<file path="config.mk">
export PLATFORM = sky130hd
export DESIGN_NAME = mag_sensor_filter
export DESIGN_NICKNAME = d
export VERILOG_FILES = /design/src/rtl/mag_sensor_filter.sv
export SDC_FILE = /design/constraint.sdc
export NUM_CORES = 1
export LEC_CHECK = 0
export ABC_AREA = 1
export CORE_ASPECT_RATIO = 1.25
export CORE_UTILIZATION = 60
export DETAILED_ROUTE_END_ITERATION = 16
export PLACE_DENSITY = 0.8
export SLEW_MARGIN = 20
export SYNTH_ARGS = -nofsm -noshare
export SYNTH_HDL_FRONTEND = slang
export SYNTH_SLANG_ARGS = --single-unit
</file>
<file path="constraint.sdc">
create_clock -name clk -period 1.96 [get_ports clk]
set_input_delay 0.196 -clock clk [delete_from_list [all_inputs] [get_ports clk]]
set_output_delay 0.196 -clock clk [all_outputs]
set_load 0.01 [all_outputs]
</file>
<file path="src/rtl/mag_sensor_filter.sv">
// Multi-channel sensor conditioner: two-flop synchroniser, per-channel debounce,
// rise/fall event pulses and a registered two-pattern direction decode.
module mag_sensor_filter #(
  parameter int                  CHANNELS        = 4,
  parameter int                  DEBOUNCE_CYCLES = 12_500_000,
  parameter int                  CNT_W           = 24,
  parameter bit                  ACTIVE_LOW      = 1'b1,
  parameter logic [CHANNELS-1:0] PAT_FWD         = CHANNELS'(4'b0011),
  parameter logic [CHANNELS-1:0] PAT_REV         = CHANNELS'(4'b1100)
) (
  input  logic                clk,
  input  logic                rst_n,
  input  logic [CHANNELS-1:0] sens_in,
  output logic [CHANNELS-1:0] sens_clean,
  output logic [CHANNELS-1:0] sens_rise,
  output logic [CHANNELS-1:0] sens_fall,
  output logic                change,
  output logic [1:0]          dir
);

  typedef enum logic [1:0] {
    DIR_NONE = 2'b00,
    DIR_FWD  = 2'b01,
    DIR_REV  = 2'b10
  } dir_t;

  localparam logic [CNT_W-1:0]    CNT_MAX  = CNT_W'(DEBOUNCE_CYCLES - 1);
  localparam logic [CHANNELS-1:0] IDLE_RAW = {CHANNELS{ACTIVE_LOW}};

  logic [CHANNELS-1:0] s1_reg;
  logic [CHANNELS-1:0] s2_reg;
  logic [CHANNELS-1:0] lvl;
  logic [CHANNELS-1:0] accept;
  logic [CHANNELS-1:0] clean_reg;
  logic [CHANNELS-1:0] rise_reg;
  logic [CHANNELS-1:0] fall_reg;
  logic                change_reg;
  dir_t                dir_reg;
  dir_t                dir_next;
  logic [CNT_W-1:0]    cnt_reg  [CHANNELS];
  logic [CNT_W-1:0]    cnt_next [CHANNELS];

  // Synchroniser resets to the idle raw level so release does not look like a press.
  always_ff @(posedge clk or negedge rst_n) begin
    if (!rst_n) begin
      s1_reg <= IDLE_RAW;
      s2_reg <= IDLE_RAW;
    end else begin
      s1_reg <= sens_in;
      s2_reg <= s1_reg;
    end
  end

  assign lvl = ACTIVE_LOW ? ~s2_reg : s2_reg;

  genvar gi;
  generate
    for (gi = 0; gi < CHANNELS; gi++) begin : g_chan
      assign accept[gi]   = (lvl[gi] != clean_reg[gi]) && (cnt_reg[gi] == CNT_MAX);
      // Any sample matching the clean level restarts the stability window.
      assign cnt_next[gi] = ((lvl[gi] == clean_reg[gi]) || accept[gi])
                            ? '0 : cnt_reg[gi] + CNT_W'(1);

      always_ff @(posedge clk or negedge rst_n) begin
        if (!rst_n) begin
          cnt_reg[gi] <= '0;
        end else begin
          cnt_reg[gi] <= cnt_next[gi];
        end
      end
    end
  endgenerate

  always_comb begin
    dir_next = DIR_NONE;
    if (clean_reg == PAT_FWD) begin
      dir_next = DIR_FWD;
    end else if (clean_reg == PAT_REV) begin
      dir_next = DIR_REV;
    end
  end

  always_ff @(posedge clk or negedge rst_n) begin
    if (!rst_n) begin
      clean_reg  <= '0;
      rise_reg   <= '0;
      fall_reg   <= '0;
      change_reg <= 1'b0;
      dir_reg    <= DIR_NONE;
    end else begin
      clean_reg  <= clean_reg ^ accept;
      rise_reg   <= accept & lvl;
      fall_reg   <= accept & ~lvl;
      change_reg <= |accept;
      dir_reg    <= dir_next;
    end
  end

  assign sens_clean = clean_reg;
  assign sens_rise  = rise_reg;
  assign sens_fall  = fall_reg;
  assign change     = change_reg;
  assign dir        = dir_reg;

endmodule

</file>
==> results.toml, run 1 <==
[placement]
place_area_sq_um = 6650
io_buffers = 20
hpwl_mm = 9.89
gp_congestion = 0.925
dp.cells = 1002

[setup_path]
cp.arrival_ns = 2.13
cpMaxStageDelayCell = "dfrtp_1"
crit_family = "simple AND/OR/NAND/NOR gates"
crit_path_end_kind = "flop"
cp_num_cells = 8
critical_path_required_ns = 2.26
crit_buf_inv = 0
critPathMaxFanout = 22
ff2ff_path_depth = 8
critical_path.cell_chain = "ha_1 > nand2_2 > nor2_4 > nand3_1 > nor2_2 > nand2_2 > nand2_8 > nor2_1"
worst-setup-path-type = "reg -> reg"
critPathMaxStageDelay_ns = 0.42
critPathMostFrequentCell = "nand2_2"
start_kind = "flop"

[clock_network]
clockBufferDepth = 2
tritoncts = "built"
htree_levels = 4
clkLatencyLatePin_ns = 0.42
cts_buffers = 17
root_buffer = "clkbuf_16"
cts_sinks = 119
cts_post_setup_buffers_inserted = 0
path_clk_slew_ns = 0.06

[global_route]
antenna_found_initial = 0
grt_max_degree = 58
grt_pass1_vias = 5313
top_usage_layer = "met2"
grt_pass1_wl_mm = 23.6
grt_util_met1 = 0.339
grt-ovfl-total = 0
met3_usage = 0.0562
use_met2 = 0.484
track_usage = 0.279

[detailed_routing]
dr.pass1.iters = 5
wire_per_inst_um = 13.5
via_per_inst = 5.38
final_antenna_net_count = 0
routed-via-count = 5567
drt_iter0_markers = 391
drc = 0
routed_wl_mm = 14.0

[logic_synthesis]
syn-instance-count = 859
synthTopCellsByArea = "dfrtp_1, nor2_1, nand2_1"
synthSimpleGateAreaFrac = 0.382
syn_avg_cell_area_sq_um = 7.38
synthXorXnorAreaFrac = 0.0622
synthMuxAreaShare = 0
synth-compound-area-share = 0.0170
yosys_warnings = 0
synthesis.area_sq_um = 6340
ys.flop_type = "dfrtp_1"
yosysSeqAreaShare = 0.471
synth_top_cell_by_area = "dfrtp_1"
ys_async_sr_fraction = 1.00
synthAdderAreaFrac = 0.00790
ys_ff_latch = 119
synth_top_family_by_area = "simple AND/OR/NAND/NOR gates"
synth_top_area_share = 0.438
yosysUniqueCellTypes = 24
synth_edf_count = 0
synth_nets = 869

[finish]
final_util = 0.712
regArea_sq_um = 2990
nNetsFinal = 903
final-instance-count-excl-fill = 1035
largest_reg_flops = 96
drive_gt1_frac = 0.0706
area_growth_pct = 14.7
nFillCells = 776
num_antenna_cells = 0
final_cell_area_sq_um = 7270
multi_input_area_sq_um = 2990

[hold_path]
hp-class = "in -> async"

[power_and_ir_drop]
ir_drop_mv = 0.613
powerDensity_nw_per_um2 = 801
p_leak_uw = 0.00304

[timing]
final_hold_viol_count = 0
tightest_slew_ns = 0.300
fin_worst_skew_ns = 0.0110
hold-worst-slack_ns = 0.187
tns_ns = 0
period_share = 0.933
finalSetupViolCount = 0
slew-limit-headroom = 0.799
drv_slew = 0
timing.fmax_ghz = 0.547
rsz0062_at_grt = "false"
min_period_ns = 1.83

[floorplanning]
ios = 21
rows = 41
dieArea_sq_um = 11000
die_height_um = 117
coreArea_sq_um = 10200
initial_core_util = 0.621
die_w_um = 93.9

[run]
max_cap_viol_count = 0

[status]
status = "finished, final reports clean"
[per-stage QoR]
stage	setup slack [ns]	power (uW)
floorplan	0.434	2640
global placement	0.205	2710
detailed placement	0.113	2720
CTS	0.0736	5840
global route	0.0102	5980
finish	0.131	5820
[Yosys cell counts, types with 5 or more instances]
cell     count
xor2_1      27
and2_1       6
nor2_1     251
nand2_2      8
o21ai_0     10
dfrtp_1    111
nand4_1      8
buf_6        8
nor3_1      14
dfstp_2      8
nand2_1    225
nand3_1     60
inv_1       75
nor2_2       5
xnor2_1     18
a21oi_1      7
[layout by cell type, fill, tap and decap left out, types with 7 or more instances in the layout]
| cell | n |
|---|---|
| clkbuf_16 | 17 |
| xor2_1 | 27 |
| clkdlybuf4s50_1 | 19 |
| nor3_1 | 14 |
| nand4_1 | 8 |
| nand2_1 | 225 |
| nor2_1 | 251 |
| dfstp_2 | 8 |
| dfrtp_1 | 111 |
| inv_1 | 75 |
| o21ai_0 | 10 |
| xnor2_1 | 18 |
| a21oi_1 | 7 |
| nand2_2 | 7 |
| nand3_1 | 60 |
[area by class of cell]
class	count	area share
clock buffer	20	0.0614
clock inverter	12	0.0210
inverter	76	0.0392
multi-input combinational	656	0.411
sequential	119	0.411
tap	129	0.0222
timing repair buffer	23	0.0341
[routing by layer]
metal  share of wire  wire length [um]
met2            0.50              7060
met1            0.42              5910
met4           0.026               363
met3           0.049               683
met5               0                 0
[timing repair]
| action | CTS | global route |
|---|---|---|
| hold buffers | 1 | 0 |
| hold endpoints to repair | 88 | 0 |
| resized for setup | 0 | 2 |
| endpoints found under the setup margin | 0 | 26 |
[kinds of logic after synthesis]
kind of cell	Yosys count
xor gates and xnor gates	45
adders and majority gates	4
DFF	119
and+or+nand+nor	587
AOI/OAI and AO/OA	20
buffers and inverters	84
[worst paths after layout]
check | from | to | slack, ns
max in group asynchronous | rst_n | s2_reg[0] | 1.16
worst min register to register | s1_reg[1] | s2_reg[1] | 0.35
worst min-delay path | rst_n | cnt_reg[43] | 0.19
min in group clk | sens_in[1] | s1_reg[1] | 0.19
worst max register to register | cnt_reg[72] | cnt_reg[72] | 0.13
worst max-delay path | cnt_reg[72] | cnt_reg[72] | 0.13
[where the power goes]
part / switching, uW / total, uW / internal (uW)
Clock: 1120 / 3150 / 2020
Sequential: 25.6 / 2520 / 2490
Combinational: 111 / 155 / 44.5
Total: 1260 / 5820 / 4560
(Power assumes the default switching activity.)
==> run 2, diff against run 1 <==
- HOLD_SLACK_MARGIN: unset -> 0.15
==> results of run 2 <==
Final layout, timing and power as in run 1 (identical DEF).
